--- src/rtl/umul_bi_vec.sv ---
// umul_bi_vec: multi-channel bipolar unary multiplier with buffered weights and framed runs.
// Optional signed per-channel accumulators are built when UMUL_BI_VEC_ACC_EN is defined.

module umul_bi_vec_sobolrng #(
    parameter int BITWIDTH = 8
) (
    input  logic                iClk,
    input  logic                iRstN,
    input  logic                clr,
    input  logic                en,
    output logic [BITWIDTH-1:0] seq
);
    logic [BITWIDTH-1:0] cnt_r;
    logic [BITWIDTH-1:0] seq_r;
    logic [BITWIDTH-1:0] zmask_s;
    logic [BITWIDTH-1:0] dir_s;

    // The lowest zero of the step counter selects the direction vector (bit-reversed one-hot)
    always_comb begin
        zmask_s = ~cnt_r & (cnt_r + BITWIDTH'(1));
        dir_s   = {BITWIDTH{1'b0}};
        for (int i = 0; i < BITWIDTH; i++) begin
            dir_s[i] = zmask_s[BITWIDTH-1-i];
        end
    end

    // Sequence state; clear takes priority over stepping
    always_ff @(posedge iClk or negedge iRstN) begin
        if (!iRstN) begin
            cnt_r <= {BITWIDTH{1'b0}};
            seq_r <= {BITWIDTH{1'b0}};
        end else if (clr) begin
            cnt_r <= {BITWIDTH{1'b0}};
            seq_r <= {BITWIDTH{1'b0}};
        end else if (en) begin
            cnt_r <= cnt_r + BITWIDTH'(1);
            seq_r <= seq_r ^ dir_s;
        end else begin
            cnt_r <= cnt_r;
            seq_r <= seq_r;
        end
    end

    assign seq = seq_r;
endmodule

module umul_bi_vec #(
    parameter int BITWIDTH = 8,
    parameter int NUM_CH   = 4,
    parameter int LEN_LOG2 = 8
) (
    input  logic                             iClk,
    input  logic                             iRstN,
    input  logic [NUM_CH-1:0]                iA,
    input  logic [NUM_CH*BITWIDTH-1:0]       iB,
    input  logic                             iLoadValid,
    output logic                             oLoadReady,
    input  logic                             iStart,
    input  logic                             iClr,
    output logic [NUM_CH-1:0]                oMult,
    output logic                             oValid,
    output logic                             oBusy,
    output logic                             oDone,
    output logic [NUM_CH*(LEN_LOG2+2)-1:0]   oAcc
);
    localparam int AW = LEN_LOG2 + 2;
    localparam logic [LEN_LOG2-1:0] CNT_LAST = {LEN_LOG2{1'b1}};
    localparam logic [LEN_LOG2-1:0] CNT_PEN  = CNT_LAST - LEN_LOG2'(1);

    typedef enum logic [1:0] {
        ST_IDLE   = 2'd0,
        ST_LOADED = 2'd1,
        ST_RUN    = 2'd2
    } state_t;

    state_t              state_r;
    logic [LEN_LOG2-1:0] cnt_r;
    logic                ready_r;
    logic                busy_r;
    logic                done_r;
    logic [BITWIDTH-1:0] w_r [NUM_CH];

    logic                run_s;
    logic                load_fire_s;
    logic                start_s;
    logic                rng_clr_s;
    logic [NUM_CH-1:0]   mult_s;

    assign run_s       = (state_r == ST_RUN);
    assign load_fire_s = iLoadValid & ready_r & ~iClr;
    // A load in the same cycle as start wins; the start is dropped
    assign start_s     = (state_r == ST_LOADED) & iStart & ~iLoadValid & ~iClr;
    assign rng_clr_s   = start_s | iClr;

    // Run-control FSM with registered status flags
    always_ff @(posedge iClk or negedge iRstN) begin
        if (!iRstN) begin
            state_r <= ST_IDLE;
            cnt_r   <= {LEN_LOG2{1'b0}};
            ready_r <= 1'b1;
            busy_r  <= 1'b0;
            done_r  <= 1'b0;
        end else if (iClr) begin
            state_r <= ST_IDLE;
            cnt_r   <= {LEN_LOG2{1'b0}};
            ready_r <= 1'b1;
            busy_r  <= 1'b0;
            done_r  <= 1'b0;
        end else begin
            case (state_r)
                ST_IDLE: begin
                    if (load_fire_s) begin
                        state_r <= ST_LOADED;
                    end else begin
                        state_r <= ST_IDLE;
                    end
                end
                ST_LOADED: begin
                    if (start_s) begin
                        state_r <= ST_RUN;
                        cnt_r   <= {LEN_LOG2{1'b0}};
                        ready_r <= 1'b0;
                        busy_r  <= 1'b1;
                        done_r  <= 1'b0;
                    end else begin
                        state_r <= ST_LOADED;
                    end
                end
                ST_RUN: begin
                    cnt_r <= cnt_r + LEN_LOG2'(1);
                    if (cnt_r == CNT_LAST) begin
                        state_r <= ST_LOADED;
                        ready_r <= 1'b1;
                        busy_r  <= 1'b0;
                        done_r  <= 1'b0;
                    end else begin
                        state_r <= ST_RUN;
                        done_r  <= (cnt_r == CNT_PEN);
                    end
                end
                default: begin
                    state_r <= ST_IDLE;
                    cnt_r   <= {LEN_LOG2{1'b0}};
                    ready_r <= 1'b1;
                    busy_r  <= 1'b0;
                    done_r  <= 1'b0;
                end
            endcase
        end
    end

    // Weight buffer; cleared by abort, overwritten on every accepted load
    always_ff @(posedge iClk or negedge iRstN) begin
        if (!iRstN) begin
            for (int c = 0; c < NUM_CH; c++) begin
                w_r[c] <= {BITWIDTH{1'b0}};
            end
        end else if (iClr) begin
            for (int c = 0; c < NUM_CH; c++) begin
                w_r[c] <= {BITWIDTH{1'b0}};
            end
        end else if (load_fire_s) begin
            for (int c = 0; c < NUM_CH; c++) begin
                w_r[c] <= iB[c*BITWIDTH +: BITWIDTH];
            end
        end else begin
            for (int c = 0; c < NUM_CH; c++) begin
                w_r[c] <= w_r[c];
            end
        end
    end

    for (genvar c = 0; c < NUM_CH; c++) begin : g_ch
        logic [BITWIDTH-1:0] top_seq_s;
        logic [BITWIDTH-1:0] bot_seq_s;

        umul_bi_vec_sobolrng #(.BITWIDTH(BITWIDTH)) u_top (
            .iClk  (iClk),
            .iRstN (iRstN),
            .clr   (rng_clr_s),
            .en    (run_s & ~iA[c]),
            .seq   (top_seq_s)
        );

        umul_bi_vec_sobolrng #(.BITWIDTH(BITWIDTH)) u_bot (
            .iClk  (iClk),
            .iRstN (iRstN),
            .clr   (rng_clr_s),
            .en    (run_s & iA[c]),
            .seq   (bot_seq_s)
        );

        // A zero input bit encodes -1, so the top path emits the complement of the comparison
        assign mult_s[c] = run_s & ((~iA[c] & ~(w_r[c] > top_seq_s)) |
                                    ( iA[c] &  (w_r[c] > bot_seq_s)));
    end

    assign oMult      = mult_s;
    assign oValid     = busy_r;
    assign oBusy      = busy_r;
    assign oLoadReady = ready_r;
    assign oDone      = done_r & ~iClr;

`ifdef UMUL_BI_VEC_ACC_EN
    logic [AW-1:0] acc_r [NUM_CH];

    // Two's-complement bipolar running sum, restarted on each run
    always_ff @(posedge iClk or negedge iRstN) begin
        if (!iRstN) begin
            for (int c = 0; c < NUM_CH; c++) begin
                acc_r[c] <= {AW{1'b0}};
            end
        end else if (iClr || start_s) begin
            for (int c = 0; c < NUM_CH; c++) begin
                acc_r[c] <= {AW{1'b0}};
            end
        end else if (run_s) begin
            for (int c = 0; c < NUM_CH; c++) begin
                if (mult_s[c]) begin
                    acc_r[c] <= acc_r[c] + AW'(1);
                end else begin
                    acc_r[c] <= acc_r[c] - AW'(1);
                end
            end
        end else begin
            for (int c = 0; c < NUM_CH; c++) begin
                acc_r[c] <= acc_r[c];
            end
        end
    end

    // Pack accumulators onto the flat output bus
    always_comb begin
        oAcc = {(NUM_CH*AW){1'b0}};
        for (int c = 0; c < NUM_CH; c++) begin
            oAcc[c*AW +: AW] = acc_r[c];
        end
    end
`else
    assign oAcc = {(NUM_CH*AW){1'b0}};
`endif

endmodule

--- config.mk ---
export PLATFORM = sky130hd
export DESIGN_NAME = umul_bi_vec
export DESIGN_NICKNAME = d
export VERILOG_FILES = /design/src/rtl/umul_bi_vec.sv
export SDC_FILE = /design/constraint.sdc
export NUM_CORES = 1
export LEC_CHECK = 0
export CORE_MARGIN = 5
export CORE_UTILIZATION = 35
export DETAILED_ROUTE_END_ITERATION = 6
export PLACE_DENSITY = 0.65
export SKIP_LAST_GASP = 1
export SLEW_MARGIN = 20
export SYNTH_ARGS = -nofsm -noshare
export SYNTH_HDL_FRONTEND = slang
export SYNTH_SLANG_ARGS = --single-unit
export TNS_END_PERCENT = 1
--- constraint.sdc ---
create_clock -name iClk -period 1.6 [get_ports iClk]
set_input_delay 0.16 -clock iClk [delete_from_list [all_inputs] [get_ports iClk]]
set_output_delay 0.16 -clock iClk [all_outputs]
set_load 0.005 [all_outputs]
After elaboration in Yosys (flattened, before gate mapping)
Index checks and enable logic that the tools add are counted.

Output and inout bits: 48. Bits of input ports: 41. Flip-flop bits (word level): 173. Word-level logic and storage cells: 179.

Reductions and logical operators: 12. Muxes and demuxes: 53. $add $sub $neg: 9. Bitwise gates (word level): 65. Order comparisons: 8. Equal/unequal tests: 7.

Operator list (count): 8-bit 2-to-1 mux (34); 8-bit by 1-bit adder with 8-bit output (second input constant) (9); 8-bit AND (8); 8-bit > comparator (8); 32-bit 2-to-1 mux (2); 8-bit NOT (8); 8-bit XOR (8); 1-bit AND (26); 8-bit case mux with 3 select lines (1); 2-bit nonzero test (9); 8-bit equality test (second input constant) (2); 1-bit NOT (10); 1-bit 2-to-1 mux (9); 1-bit case mux with 3 select lines (3); 2-bit 2-to-1 mux (3); 2-bit case mux with 3 select lines (1); 1-bit bitwise OR (5); 3-bit by 2-bit != test with 1-bit output (second input constant) (1); 3-bit != test (second input constant) (1); 3-bit AND reduction (1); 2-bit by 1-bit equality test with 1-bit output (second input constant) (1); 2-bit equality test (second input constant) (1); 2-bit logical NOT (1); 2-bit != test (second input constant) (1); 2-bit AND reduction (1).

Logic depth before layout (Yosys ltp)
Depth after elaboration: 7. Depth in mapped cells: 8. Depth with buffers taken out: 7.

Cells and area by module
From an unflattened synthesis, not the netlist that was laid out.

Cell total of the unflattened synthesis: 1077. Area, all modules: 11360.9 sq um.

Modules (own cells, without submodules): umul_bi_vec_sobolrng (seq. area each 400.4 sq um, area an instance 947.2 sq um, times used 8, cells an instance 83); umul_bi_vec (seq. area each 1127.3 sq um, area an instance 3783.6 sq um, times used 1, cells an instance 413).

Worst setup path after synthesis
No wires, ideal clock.

Path type: reg2reg. Start: register g_ch[1].u_top.cnt_r[0]. End: register g_ch[1].u_top.cnt_r[6]. Data required time: 1479 ps. Path slack: 61 ps. Cell stages (with the launch flop): 8. Buffers on the path: 0. Period minus slack after synthesis: 1539 ps. Library setup time: 121 ps. Data arrival time: 1418 ps. Cells stage by stage: dfrtp_1 > ha_1 > and3_1 > and3_1 > ha_1 > nor2_1 > a21oi_1 > nor2_1.

Cells in the longest elaborated chain, start to end: 3.

RTL lines: start: declaration (RTL line 13) `logic [BITWIDTH-1:0] cnt_r;`; start signal: assignment (RTL line 30) `cnt_r <= {BITWIDTH{1'b0}};`; start signal: assignment (RTL line 33) `cnt_r <= {BITWIDTH{1'b0}};`; start signal: assignment (RTL line 36) `cnt_r <= cnt_r + BITWIDTH'(1);`; 8-bit by 1-bit adder with 8-bit output (RTL line 36); 8-bit 2-to-1 mux (RTL line 35) `end else if (en) begin`; 8-bit 2-to-1 mux (RTL line 32) `end else if (clr) begin`.

Every way passes these cells. The select of a mux whose other input is x is not followed. A chain may end at the register's enable or synchronous reset.

Final worst setup path
Start: register w_r[25] (netlist bit). End: output oMult[0].

Cells in the longest elaborated chain, start to end: 5. Elaborated cells between the ends (all ways): 7. Those cells by class: 2 x order compare; 5 x bitwise.

RTL lines: start: declaration (RTL line 81) `logic [BITWIDTH-1:0] w_r [NUM_CH];`; start signal: indexed assignment (RTL line 156) `w_r[c] <= {BITWIDTH{1'b0}};`; start signal: indexed assignment (RTL line 160) `w_r[c] <= {BITWIDTH{1'b0}};`; start signal: indexed assignment (RTL line 164) `w_r[c] <= iB[c*BITWIDTH +: BITWIDTH];`; 8-bit > comparator (RTL line 194) `assign mult_s[c] = run_s & ((~iA[c] & ~(w_r[c] > top_seq_s)) |`; 1-bit NOT (RTL line 194); 1-bit AND (RTL line 194); 1-bit bitwise OR * (RTL line 194); 1-bit AND * (RTL line 194); end: declaration (RTL line 60) `output logic [NUM_CH-1:0] oMult,`.

Mark *: on every way between the ends. The rest lies on a longest branch, timed or not.

==> out/metrics.csv <==
metric;value;unit
row count;62;
Synth Register Bits;173;
Setup Crit Path Kind;flop to primary output;
DP HPWL;16.2;mm
post-layout min period;2.15;ns
Area contributors post-synth;dfrtp_1 42%, ha_1 16%, nor2_1 7.4%;
Ys Warns;0;
Hold WC Path Type;input pin to asynchronous set/reset pin;
vias in the first global route;7904;
leading area contributor after synthesis;dfrtp_1;
largest net degree at the start of global routing;44;
Max clock buf depth;2;
Setup crit start;w_r[25];
post-layout net count;1461;
layout cells sized above 1;15.4;%
Initial Util;35.6;%
Cells after Synth;1117;
R2R Setup Slk;-0.04;ns
Die H;181;µm
Critical Path Fanout Max;2;
Worst Tran Pin Value;0.711;ns
Slew HR;52.5;%
Worst-Skew Late Latency;0.43;ns
max_cap viols;0;
crit path launch type;flop;
clk slew on worst S/H paths;0.07;ns
Port Buffer Count;48;
total number of vias;7729;
Synth cell types;38;
CTS Buf Count;17;
1st-pass router iterations;5;
Placed Cells incl. Taps;1648;
RSZ-0062 raised after global routing;yes;
Crit path required time;1.44;ns
sequential element share of the synthesized area;42.1;%
Antenna Nets Post-Route;0;
initial antenna violation count;0;
Final period util;134;%
Power Total;9.62;mW
worst setup margin;-0.545;ns
final WL;21.8;mm
setup TNS;-2.24;ns
top-area cell type share of the netlist area;41.9;%
die footprint;32900;µm²
Max Freq;466;MHz
area growth from synthesis to layout;23.7;%
gr usage total;13.7;%
worst reg-to-reg path cell count;6;
antenna cell count;0;
FF-to-FF End;cnt_r[5];
initial DRC count;435;
failing checks;negative setup slack;
WP data arrival;1.99;ns
PwrDens;757;nW/µm²
Fill cells;2726;
clock sink total;173;
Root Driver;clkbuf_16;
num ports;89;
fin util;44.1;%
post-DR vias/cell;4.58;
Mapped Area;10300;µm²
endpoint type of the worst setup path;primary output;
CTS tree;done;
Post-synth EDFFs;0;
routability cong.;0.820;
DR WL/cell;12.9;µm
last element of the critical path;oMult[0];
dominant synthesized flop cell;dfrtp_1;
Pleak;5.92;nW
Pins Over Slew Limit;0;
worst vdd ir;0.727;mV
Post-synth ARST share;100;%
Min Hold Slack;0.228;ns
synthesized area per cell;9.20;µm²
status;finished, violations left;
Final Skew;0.0114;ns
Final Hold Vio Count;0;
global-route wire length before repair;37.8;mm
most common cell in the netlist;nor2_1;
total number of H-tree levels;4;
GRT overflow;0;
Finish-stage setup viols;11;
core area;28900;µm²
Die X-Extent;181;µm
Non-Filler Instances;1687;
RR Startpoint;state_r[0];
top cells by count, synth;202 x nor2_1, 172 x dfrtp_1, 130 x ha_1;
drt drc;0;
## final cells by class
class | instances | area [µm²] | area share (%)
well taps | 384 | 480 | 3.78
flip-flops and latches | 173 | 4330 | 34.1
clock buffers | 19 | 433 | 3.41
clock inverters | 13 | 130 | 1.02
repair buffers | 196 | 1700 | 13.4
inverters | 119 | 447 | 3.51
multi-input cells | 783 | 5190 | 40.8
## registers in the layout (all words and copies together), names as in the netlist
| signal | cells |
|---|---|
| cnt_r | 8 |
| done_r | 1 |
| g_ch.u_bot.cnt_r | 32 |
| g_ch.u_bot.seq | 32 |
| g_ch.u_top.cnt_r | 32 |
| g_ch.u_top.seq | 32 |
| oBusy | 1 |
| oLoadReady | 1 |
| state_r | 2 |
| w_r | 32 |
## layer usage
metal	vias up	part of all wire, %	global-route usage (%)
li1	3947	-	-
met4	0	1.5	4.17
met2	108	48	22.8
met5	-	0	0
met3	24	2.7	2.39
met1	3650	47	18.3
## timing repair
action                                  4_1_cts  5_1_grt
gates resized for setup                      22        5
hold endpoints to repair                     48        0
endpoints found under the setup margin       46       74
buffers inserted                              5        0
pin swaps                                    12        7
hold buffers                                  1        0
## power breakdown
part	leakage [nW]	internal, mW	switching (mW)	total (mW)
registers	2.39	4.44	0.0736	4.52
clock network	0.262	2.18	1.86	4.04
logic	3.27	0.503	0.567	1.07
## how the worst min path moves through the flow
| stage | endpoint | slack [ns] |
|---|---|---|
| floorplan | cnt_r[0] | -0.14 |
| global placement | w_r[24] | 0.13 |
| detailed placement | w_r[24] | 0.12 |
| CTS | g_ch[0].u_bot.cnt_r[0] | 0.24 |
| global route | g_ch[0].u_bot.cnt_r[1] | 0.27 |
| finish | w_r[24] | 0.23 |
## layout by cell type (no fill, tap or decap), types with 2 or more instances in the layout
master           instances
a211oi_1                14
a21oi_1                 71
a22o_1                  32
a31oi_1                  2
and2_4                   4
and3_1                  41
buf_12                   8
buf_2                    4
buf_4                  137
buf_6                    2
clkbuf_1                 2
clkbuf_16               17
clkdlybuf4s50_1         43
clkinv_4                 3
clkinvlp_4               4
conb_1                  40
dfrtp_1                171
ha_1                   127
ha_4                     3
inv_1                  118
inv_6                    5
nand2_1                 73
nand2b_1                10
nand3_1                  4
nand3b_1                 4
nand4_1                 17
nor2_1                 201
nor2b_1                  9
nor3_1                   3
nor3_2                   2
o211ai_1                 8
o21ai_0                 26
o21ai_1                  4
o31ai_1                  3
xnor2_1                 64
xor2_1                   9
## cell families (layout without fill, tap and decap cells)
kind of cell / after synthesis / count (layout) / share of synthesized area (%)
buffers and inverters: 200 / 347 / 9.53
and+or+nand+nor: 373 / 373 / 16.1
xor gates and xnor gates: 73 / 73 / 6.22
AOI/OAI and AO/OA: 167 / 167 / 10.1
adders and majority gates: 130 / 130 / 15.8
other: 1 / 40 / 0.0365
DFF: 173 / 173 / 42.1
## stage by stage
| stage | setup slack, ns | instance area, µm² |
|---|---|---|
| 6_report | -0.545 | 12700 |
| 2_1_floorplan | 0.0612 | 10400 |
| 5_1_grt | -0.622 | 12700 |
| 3_5_place_dp | -0.441 | 12000 |
| 3_3_place_gp | -0.435 | 12000 |
| 4_1_cts | -0.554 | 12700 |
## critical path, cell delays in order (launching register included)
cell,delay [ns]
dfrtp_1,0.43
ha_4,0.23
nor2b_1,0.12
o211ai_1,0.21
a21oi_2,0.10
nor3_2,0.21
o21ai_1,0.11
buf_2,0.14
Note: power is estimated with default switching activity, not from simulation.
